File: config.mk
export PLATFORM = sky130hd
export DESIGN_NAME = xg_pon_burst_sequencer
export DESIGN_NICKNAME = d
export VERILOG_FILES = /design/src/rtl/xg_pon_burst_sequencer.sv
export SDC_FILE = /design/constraint.sdc
export NUM_CORES = 1
export LEC_CHECK = 0
export CORE_MARGIN = 2
export CORE_UTILIZATION = 35
export CTS_BUF_LIST = sky130_fd_sc_hd__clkbuf_4
export DETAILED_ROUTE_END_ITERATION = 16
export PLACE_DENSITY_LB_ADDON = 0.2
export RECOVER_POWER = 50
export SLEW_MARGIN = 20
export SYNTH_ARGS = -nofsm -noshare
export SYNTH_HDL_FRONTEND = slang
export SYNTH_SLANG_ARGS = --single-unit
File: constraint.sdc
create_clock -name clk_in -period 8.4 [get_ports clk_in]
set_input_delay 2.52 -clock clk_in [delete_from_list [all_inputs] [get_ports clk_in]]
set_output_delay 2.52 -clock clk_in [all_outputs]
set_load 0.02 [all_outputs]
File: src/rtl/xg_pon_burst_sequencer.sv
// rtl/xg_pon_burst_sequencer.sv - XG-PON upstream burst sequencer
// Hunts preamble/delimiter, gates payload until tlast or overrun, then holds a guard gap.
module xg_pon_burst_sequencer #(
  parameter int DELIM_TIMEOUT   = 64,
  parameter int MAX_BURST_WORDS = 2048,
  parameter int GUARD_CYCLES    = 8,
  parameter int CNT_W           = 16
) (
  input  logic             clk_in,
  input  logic             reset_n_in,
  input  logic             enable_in,
  input  logic             data_valid_in,
  input  logic             preamble_det_in,
  input  logic             delim_det_in,
  input  logic             tlast_det_in,
  output logic             preamble_rst_out,
  output logic             delim_rst_out,
  output logic             fcs_rst_out,
  output logic             payload_en_out,
  output logic             burst_end_out,
  output logic [2:0]       state_out,
  output logic [CNT_W-1:0] burst_ok_cnt_out,
  output logic [CNT_W-1:0] delim_tmo_cnt_out,
  output logic [CNT_W-1:0] overrun_cnt_out
);

  localparam int TMR_W = $clog2(DELIM_TIMEOUT + 1);
  localparam int WRD_W = $clog2(MAX_BURST_WORDS + 1);
  localparam logic [TMR_W-1:0] TMO_LIM = TMR_W'(DELIM_TIMEOUT);
  localparam logic [WRD_W-1:0] WRD_LIM = WRD_W'(MAX_BURST_WORDS);
  localparam logic [7:0]       GRD_LIM = 8'(GUARD_CYCLES - 1);

  typedef enum logic [2:0] {
    S_IDLE       = 3'd0,
    S_HUNT_PRE   = 3'd1,
    S_HUNT_DELIM = 3'd2,
    S_PAYLOAD    = 3'd3,
    S_GUARD      = 3'd4
  } state_t;

  state_t           state;
  logic             pre_q, delim_q, tlast_q;
  logic [TMR_W-1:0] timer;
  logic [WRD_W-1:0] word_cnt;
  logic [7:0]       guard_cnt;

  logic             pre_edge, delim_edge, tlast_edge;
  logic [TMR_W-1:0] timer_inc;
  logic [WRD_W-1:0] word_inc;

  // Previous samples update every cycle, so a level already high on state entry never looks like an edge.
  always_comb begin
    pre_edge   = preamble_det_in & ~pre_q;
    delim_edge = delim_det_in & ~delim_q;
    tlast_edge = tlast_det_in & ~tlast_q;
    timer_inc  = timer + {{(TMR_W-1){1'b0}}, data_valid_in};
    word_inc   = word_cnt + {{(WRD_W-1){1'b0}}, data_valid_in};
  end

  assign state_out = state;

  always_ff @(posedge clk_in) begin
    if (!reset_n_in) begin
      state             <= S_IDLE;
      pre_q             <= 1'b0;
      delim_q           <= 1'b0;
      tlast_q           <= 1'b0;
      timer             <= '0;
      word_cnt          <= '0;
      guard_cnt         <= '0;
      preamble_rst_out  <= 1'b0;
      delim_rst_out     <= 1'b0;
      fcs_rst_out       <= 1'b0;
      payload_en_out    <= 1'b0;
      burst_end_out     <= 1'b0;
      burst_ok_cnt_out  <= '0;
      delim_tmo_cnt_out <= '0;
      overrun_cnt_out   <= '0;
    end else begin
      pre_q            <= preamble_det_in;
      delim_q          <= delim_det_in;
      tlast_q          <= tlast_det_in;
      preamble_rst_out <= 1'b0;
      delim_rst_out    <= 1'b0;
      fcs_rst_out      <= 1'b0;
      burst_end_out    <= 1'b0;
      case (state)
        S_IDLE: begin
          if (enable_in) begin
            state            <= S_HUNT_PRE;
            preamble_rst_out <= 1'b1;
          end
        end
        S_HUNT_PRE: begin
          if (!enable_in) begin
            state <= S_IDLE;
          end else if (pre_edge) begin
            state         <= S_HUNT_DELIM;
            delim_rst_out <= 1'b1;
            timer         <= '0;
          end
        end
        S_HUNT_DELIM: begin
          if (!enable_in) begin
            state <= S_IDLE;
          end else if (delim_edge) begin
            state          <= S_PAYLOAD;
            payload_en_out <= 1'b1;
            fcs_rst_out    <= 1'b1;
            word_cnt       <= '0;
          end else begin
            timer <= timer_inc;
            if (timer_inc == TMO_LIM) begin
              state            <= S_GUARD;
              preamble_rst_out <= 1'b1;
              guard_cnt        <= '0;
              if (~&delim_tmo_cnt_out) delim_tmo_cnt_out <= delim_tmo_cnt_out + CNT_W'(1);
            end
          end
        end
        S_PAYLOAD: begin
          word_cnt <= word_inc;
          if (tlast_edge || (word_inc == WRD_LIM)) begin
            state            <= S_GUARD;
            payload_en_out   <= 1'b0;
            burst_end_out    <= 1'b1;
            preamble_rst_out <= 1'b1;
            guard_cnt        <= '0;
            // A tlast edge landing on the limit word is a clean burst, not an overrun.
            if (tlast_edge) begin
              if (~&burst_ok_cnt_out) burst_ok_cnt_out <= burst_ok_cnt_out + CNT_W'(1);
            end else begin
              if (~&overrun_cnt_out) overrun_cnt_out <= overrun_cnt_out + CNT_W'(1);
            end
          end
        end
        S_GUARD: begin
          if (guard_cnt == GRD_LIM) begin
            state <= enable_in ? S_HUNT_PRE : S_IDLE;
          end else begin
            guard_cnt <= guard_cnt + 8'd1;
          end
        end
        default: begin
          state          <= S_IDLE;
          payload_en_out <= 1'b0;
        end
      endcase
    end
  end

endmodule

==> run metrics, run 1 <==
required arrival time at the worst endpoint ~8.7 ns; total area of multi-input combinational cells 0.00249 mm^2; cell mode on critical path sky130_fd_sc_hd__clkbuf_1; row count 40; placed inst area just over 0.005 mm^2; post-detailed-route count of antenna-violating nets 0; setup repair after global routing missed its margin no; total of flip-flops plus latches after synthesis 86; slowest stage cell on the critical path sky130_fd_sc_hd__clkbuf_1; final net count between 600 and 700; Pleak roughly 0.0019 uW; number of enable-type register cells in the synthesized netlist 0; hold-critical path depth 2; worst clock skew on the final layout 0.0179 ns; area of the die around 0.013 mm^2; clock share of power between 30% and 40%; core footprint around 0.012 mm^2; worst flop-to-flop path startpoint word_cnt[0]; Storage cell area approximately 0.0017 mm^2; number of cell instances on the worst register-to-register path 9; Critical Path Fanout Max 35; switching power about 170 uW; Arrival @ worst endpoint around 6.4 ns; Max transition margin -9.63%; Antenna diodes 0; Worst Setup Path Type input pin to register; delay of the slowest cell on the worst path 1.01 ns; MaxCap Viol Count 1; endpoints failing setup 0; summed area of non-filler cells in the final layout 0.00523 mm^2; number of I/O port buffers just over 60; fraction of power spent switching nets between 20 and 30%; CTS hold repair buffers 0; Worst-Margin Slew roughly 1.6 ns; number of optimization iterations in the first detailed-route pass 4; Max clock buf depth 2; routed len/inst 13.6 um; IO Pins 63; type of element capturing the critical path register; detailed-routed wire length on met3 between 200 and 300 um; Die W between 100 and 150 um; main flop type after synthesis sky130_fd_sc_hd__dfxtp_1; violations in the final reports max-capacitance violations, max-slew violations; ordered cell list for the critical path dlygate4sd3_1, clkbuf_1, inv_1, clkbuf_1, nor4_1; Via-to-Cell Ratio between 5 and 6; Cell variety after synth 56; status finished with violations; maximum number of pins on one net before global-route repair 36; Final Wtd Congestion between 0.8 and 0.9; wire length after detailed routing 10400 um; final hold viol count 0; IR drop worst, VDD around 70 uV; min Tclk post-route 6.03 ns; first-pass GRT wire length between 15000 and 20000 um; period utilization 71.8%; clock sink count between 80 and 90; Synth Cell Area about 0.0044 mm^2; via count of the first global-routing pass between 3000 and 4000; count of placed standard cells in the final layout, fillers left out around 770; antenna violations before repair 0; number of warnings issued by yosys 0; Slew Viols, Final 36; detailed-route via count around 4000; worst hold start delim_tmo_cnt_out[10]; Levels on crit path 5; Logic pwr share 4.7%; Clk pin slew, worst setup/hold paths roughly 0.13 ns; Initial Util roughly 36%; Internal Dissipation 510 uW; final setup TNS 0 ns; Initial DRC Count roughly 140; Synth-to-Final Area Change 19.8%; worst reg2reg setup slack slightly above 5 ns; clock insertion delay at the later pin of the skew report 0.47 ns; number of instances in the synthesized netlist between 500 and 600; hold worst-path end delim_tmo_cnt_out[10]; die extent in y ~120 um; global routing usage summed across all routing layers between 10% and 20%; register area share after synthesis around 39%; post-detailed-route DRC marker count 0; mean instance size in the synthesized netlist approximately 8 um^2; Worst Path Buf+Inv 4; ratio of cells with drive above 1 in the final layout slightly below 5%; share of flip-flops with an asynchronous set or reset 0%; met1 WL slightly below 5000 um; TritonCTS Buffers 9; launching element of the worst setup path reset_n_in; Setup Fix Bufs, Post-CTS 0; DR WL met2 between 4000 and 5000 um; Gates resized, CTS repair 0; top layer used by detailed routing met4; CTS tree done; filler cell count about 1300; Worst path top cell family by delay buffers and inverters; post-detailed-placement half-perimeter wirelength approximately 7300 um; DP Cell Count ~750; residual overflow from global routing 0; synthesized netlist net count between 500 and 600; deepest level of the CTS H-tree 3; kind of path behind the tightest hold check register to register; Cell Pwr Density between 100 and 150 mW/mm^2; master cell of the clock root buffer sky130_fd_sc_hd__clkbuf_4; end of the worst register-to-register path overrun_cnt_out[13]; sequential share of power between 60% and 70%; startpoint type of the worst setup path input pin; Max Clk Rate approximately 170 MHz
-- worst register-to-register path: cells and delay by family (launching register included) --
kind                     cells  cell delay [ns]
flip-flops                   1             0.37
adder cells (fa/ha/maj)      2             0.56
AND/OR/NAND/NOR              4             1.45
AO/OA/AOI/OAI                3             0.87
-- synth_stat cells (2+ instances only) --
| cell | count | share of area (%) |
|---|---|---|
| sky130_fd_sc_hd__o211ai_1 | 4 | 0.69 |
| sky130_fd_sc_hd__mux2i_1 | 8 | 1.8 |
| sky130_fd_sc_hd__a31oi_1 | 4 | 0.57 |
| sky130_fd_sc_hd__dfxtp_1 | 86 | 39 |
| sky130_fd_sc_hd__buf_2 | 5 | 0.57 |
| sky130_fd_sc_hd__o31ai_1 | 3 | 0.52 |
| sky130_fd_sc_hd__xnor2_1 | 25 | 5.0 |
| sky130_fd_sc_hd__a311oi_1 | 4 | 0.80 |
| sky130_fd_sc_hd__xor2_1 | 11 | 2.2 |
| sky130_fd_sc_hd__nor2b_1 | 3 | 0.43 |
| sky130_fd_sc_hd__and4_1 | 3 | 0.60 |
| sky130_fd_sc_hd__nor3_1 | 23 | 2.6 |
| sky130_fd_sc_hd__or3b_2 | 2 | 0.40 |
| sky130_fd_sc_hd__a21oi_1 | 31 | 3.6 |
| sky130_fd_sc_hd__inv_1 | 12 | 1.0 |
| sky130_fd_sc_hd__nor4_1 | 11 | 1.6 |
| sky130_fd_sc_hd__and3_1 | 12 | 1.7 |
| sky130_fd_sc_hd__a22oi_1 | 6 | 1.0 |
| sky130_fd_sc_hd__ha_1 | 8 | 2.3 |
| sky130_fd_sc_hd__nand3b_1 | 4 | 0.69 |
| sky130_fd_sc_hd__o21ai_0 | 27 | 3.1 |
| sky130_fd_sc_hd__clkbuf_1 | 17 | 1.5 |
| sky130_fd_sc_hd__nor2_1 | 73 | 6.3 |
| sky130_fd_sc_hd__nand3_2 | 2 | 0.46 |
| sky130_fd_sc_hd__nand4_1 | 10 | 1.4 |
| sky130_fd_sc_hd__nand4bb_1 | 2 | 0.52 |
| sky130_fd_sc_hd__nor4b_1 | 3 | 0.60 |
| sky130_fd_sc_hd__nand3_1 | 27 | 3.1 |
| sky130_fd_sc_hd__or4_1 | 2 | 0.34 |
| sky130_fd_sc_hd__and2_1 | 8 | 1.1 |
| sky130_fd_sc_hd__a31o_2 | 2 | 0.40 |
| sky130_fd_sc_hd__or3_1 | 11 | 1.6 |
| sky130_fd_sc_hd__nor4_2 | 3 | 0.86 |
| sky130_fd_sc_hd__or2_2 | 3 | 0.43 |
| sky130_fd_sc_hd__o21a_1 | 4 | 0.69 |
| sky130_fd_sc_hd__nand2b_1 | 9 | 1.3 |
| sky130_fd_sc_hd__buf_6 | 2 | 0.52 |
| sky130_fd_sc_hd__nand2_1 | 53 | 4.6 |
-- stage by stage --
stage          hold WS (ns)  util (%)  setup WS (ns)  total power [uW]
3_3_place_gp          0.471      42.1           2.50               456
3_5_place_dp          0.480      42.1           2.38               456
2_1_floorplan         0.459         -           3.46               443
4_1_cts               0.501      43.2           2.89               696
5_1_grt               0.524      43.2           1.84               717
6_report              0.497      43.2           2.37               683
-- cells in the final DEF, fill, tap and decap left out, types with 12 or more instances in the layout --
| cell | netlist | final |
|---|---|---|
| sky130_fd_sc_hd__nand3_1 | 27 | 27 |
| sky130_fd_sc_hd__dlygate4sd3_1 | 0 | 43 |
| sky130_fd_sc_hd__o21ai_0 | 27 | 27 |
| sky130_fd_sc_hd__a21oi_1 | 31 | 31 |
| sky130_fd_sc_hd__dfxtp_1 | 86 | 86 |
| sky130_fd_sc_hd__clkdlybuf4s50_1 | 0 | 19 |
| sky130_fd_sc_hd__nor2_1 | 73 | 73 |
| sky130_fd_sc_hd__nand2_1 | 53 | 53 |
| sky130_fd_sc_hd__and3_1 | 12 | 12 |
| sky130_fd_sc_hd__nor3_1 | 23 | 23 |
| sky130_fd_sc_hd__xnor2_1 | 25 | 25 |
| sky130_fd_sc_hd__inv_1 | 12 | 13 |
-- cell type report --
| class | instances | share of cell area [%] |
|---|---|---|
| Clock buffer | 9 | 1.29 |
| Sequential cell | 86 | 32.9 |
| Inverter | 13 | 0.933 |
| Multi-Input combinational cell | 418 | 47.6 |
| Clock inverter | 7 | 1.24 |
| Tap cell | 168 | 4.02 |
| Timing Repair Buffer | 64 | 12.0 |
-- power by group through the flow --
stage / registers [uW] / clock network (uW) / logic, uW
finish: 414 / 236 / 32.4
global route: 415 / 265 / 36.4
CTS: 414 / 249 / 33.4
detailed placement: 423 / 0 / 33.2
global placement: 423 / 0 / 33.0
floorplan: 422 / 0 / 21.0
-- per-layer routing --
metal  track usage [%]  up-vias
met3              2.72       15
met1              21.5     1864
li1                  -     2030
met2              26.8       66
met4              8.65        0
met5                 0        -
-- state kept, by name, summed over array words and instances (netlist names), 3 cells and up --
name / flops
word_cnt: 12
guard_cnt: 8
timer: 7
delim_tmo_cnt_out: 16
state_out: 3
overrun_cnt_out: 16
burst_ok_cnt_out: 16
-- worst max-delay path by stage --
stage | end | slack (ns)
floorplan | overrun_cnt_out[15] | 3.46
global placement | overrun_cnt_out[13] | 2.50
detailed placement | overrun_cnt_out[13] | 2.38
CTS | overrun_cnt_out[13] | 2.89
global route | fcs_rst_out | 1.84
finish | fcs_rst_out | 2.37
-- cell families after synthesis --
kind of cell / after synthesis / share of synthesized area [%]
simple gates: 270 / 31.8
xor+xnor: 36 / 7.22
fa+ha+maj: 8 / 2.29
compound gates: 96 / 13.7
buf+inv: 37 / 3.67
flops: 86 / 39.4
mux: 8 / 1.83
No activity file was read; power rests on OpenSTA's default activity.
==> run 2, diff against run 1 <==
Clock period 8.4 ns to 6 ns, I/O delays scaled along.
==> run metrics, run 2 (same netlist as run 1, synthesis figures left out) <==
Final Wtd Congestion 0.800; setup repair after global routing missed its margin no; Hold Worst Slack around 0.5 ns; number of I/O port buffers 62; area of the die around 0.013 mm^2; CTS hold repair buffers 0; Clk pin slew, worst setup/hold paths approximately 0.14 ns; MaxCap Viol Count 0; IR drop worst, VDD around 120 uV; Synth-to-Final Area Change 20.3%; post-detailed-route count of antenna-violating nets 0; worst reg2reg setup slack 2.68 ns; number of cell instances on the worst register-to-register path 9; worst flop-to-flop path startpoint word_cnt[0]; hold worst-path end delim_tmo_cnt_out[10]; commonest non-fill, non-tap cell in the layout sky130_fd_sc_hd__dfxtp_1; final setup TNS 0 ns; post-detailed-placement half-perimeter wirelength 7300 um; Worst-Margin Slew between 1 and 1.5 ns; status finished, final reports clean; Setup Fix Bufs, Post-CTS 0; Die W 116 um; post-detailed-route DRC marker count 0; ratio of cells with drive above 1 in the final layout 4.86%; hold-critical path depth 2; Slew Viols, Final 0; residual overflow from global routing 0; Initial Util 36.0%; number of optimization iterations in the first detailed-route pass 4; core footprint roughly 0.012 mm^2; largest registers burst_ok_cnt_out: 16 flops, delim_tmo_cnt_out: 16 flops, overrun_cnt_out: 16 flops; Initial DRC Count about 190; Cell Pwr Density about 190 mW/mm^2; detailed-route via count ~4000; Max clock buf depth 2; routed len/inst 13.6 um; TritonCTS Buffers 9; IO Pins 63; row count 40; Final Power approximately 1000 uW; master cell of the clock root buffer sky130_fd_sc_hd__clkbuf_4; CTS tree done; worst slack after detailed placement around 0.7 ns; deepest level of the CTS H-tree 3; startpoint type of the worst setup path input pin; Arrival @ worst endpoint ~5.2 ns; Max transition margin 9.44%; min Tclk post-route 4.82 ns; required arrival time at the worst endpoint ~6.4 ns; worst setup slack after layout around 1.2 ns; Pleak ~0.0019 uW; worst clock skew on the final layout roughly 0.016 ns; worst hold start delim_tmo_cnt_out[10]; end of the worst register-to-register path overrun_cnt_out[13]; maximum number of pins on one net before global-route repair 36; total area of multi-input combinational cells around 0.0025 mm^2; Worst Setup Path Type input pin to register; Antenna diodes 0; type of element capturing the critical path register; Via-to-Cell Ratio 5.21; Critical Path Fanout Max 13; final net count 607; endpoints failing setup 0; Gates resized, CTS repair 0; clock insertion delay at the later pin of the skew report 0.46 ns; filler cell count about 1300; kind of path behind the tightest hold check register to register; global routing usage summed across all routing layers approximately 17%; antenna violations before repair 0; clock sink count 86; via count of the first global-routing pass approximately 3800; highest-count cells in the layout ignoring fill and taps sky130_fd_sc_hd__dfxtp_1, sky130_fd_sc_hd__nor2_1, sky130_fd_sc_hd__nand2_1; Max Clk Rate 207 MHz; die extent in y around 120 um; Storage cell area about 0.0017 mm^2; final hold viol count 0; period utilization 80.4%; wire length after detailed routing approximately 10000 um; first-pass GRT wire length 17800 um
==> run 2: per-layer routing <==
layer	routed length (um)	part of all wire [%]	GRT usage, %
met1	5010	48	22.0
met2	4890	47	26.3
met3	326	3.1	2.93
met4	204	2.0	7.46
met5	0	0	0
==> run 2: report_power, final <==
part	switching (uW)	internal (uW)
Combinational	29.5	16.4
Clock	205	169
Sequential	5.44	574
==> run 2: area by class of cell <==
cell class              count  share of cell area [%]
flip-flops and latches     86                    32.8
multi-input cells         418                    47.4
inverters                  13                   0.929
clock inverters             6                    1.45
repair buffers             64                    12.0
clock buffers              10                    1.43
well taps                 168                    4.00
==> run 2: stage by stage <==
stage	cell area, um^2	utilization (%)	cells
after global routing	5250	43.4	765
after detailed placement	5100	42.1	749
after global placement	5100	42.1	749
final	5250	43.4	765
after floorplan	4370	-	541
after CTS	5250	43.4	765
==> run 2: worst max path at each step <==
stage | startpoint | cells past startpoint | to | slack [ns]
after floorplan | data_valid_in | 10 | overrun_cnt_out[15] | 1.78
after global placement | data_valid_in | 10 | overrun_cnt_out[13] | 0.82
after detailed placement | data_valid_in | 10 | overrun_cnt_out[13] | 0.70
after CTS | data_valid_in | 10 | overrun_cnt_out[13] | 1.20
after global routing | reset_n_in | 5 | fcs_rst_out | 0.75
final | data_valid_in | 10 | overrun_cnt_out[13] | 1.18
==> run 2: critical path, cell delays in order <==
cell	delay, ns
sky130_fd_sc_hd__clkdlybuf4s50_1	0.50
sky130_fd_sc_hd__ha_1	0.26
sky130_fd_sc_hd__ha_1	0.32
sky130_fd_sc_hd__nand3_1	0.19
sky130_fd_sc_hd__nor3_2	0.27
sky130_fd_sc_hd__o211ai_1	0.12
sky130_fd_sc_hd__a2111o_1	0.62
sky130_fd_sc_hd__or3_1	0.53
sky130_fd_sc_hd__or4_1	0.44
sky130_fd_sc_hd__a21oi_1	0.15
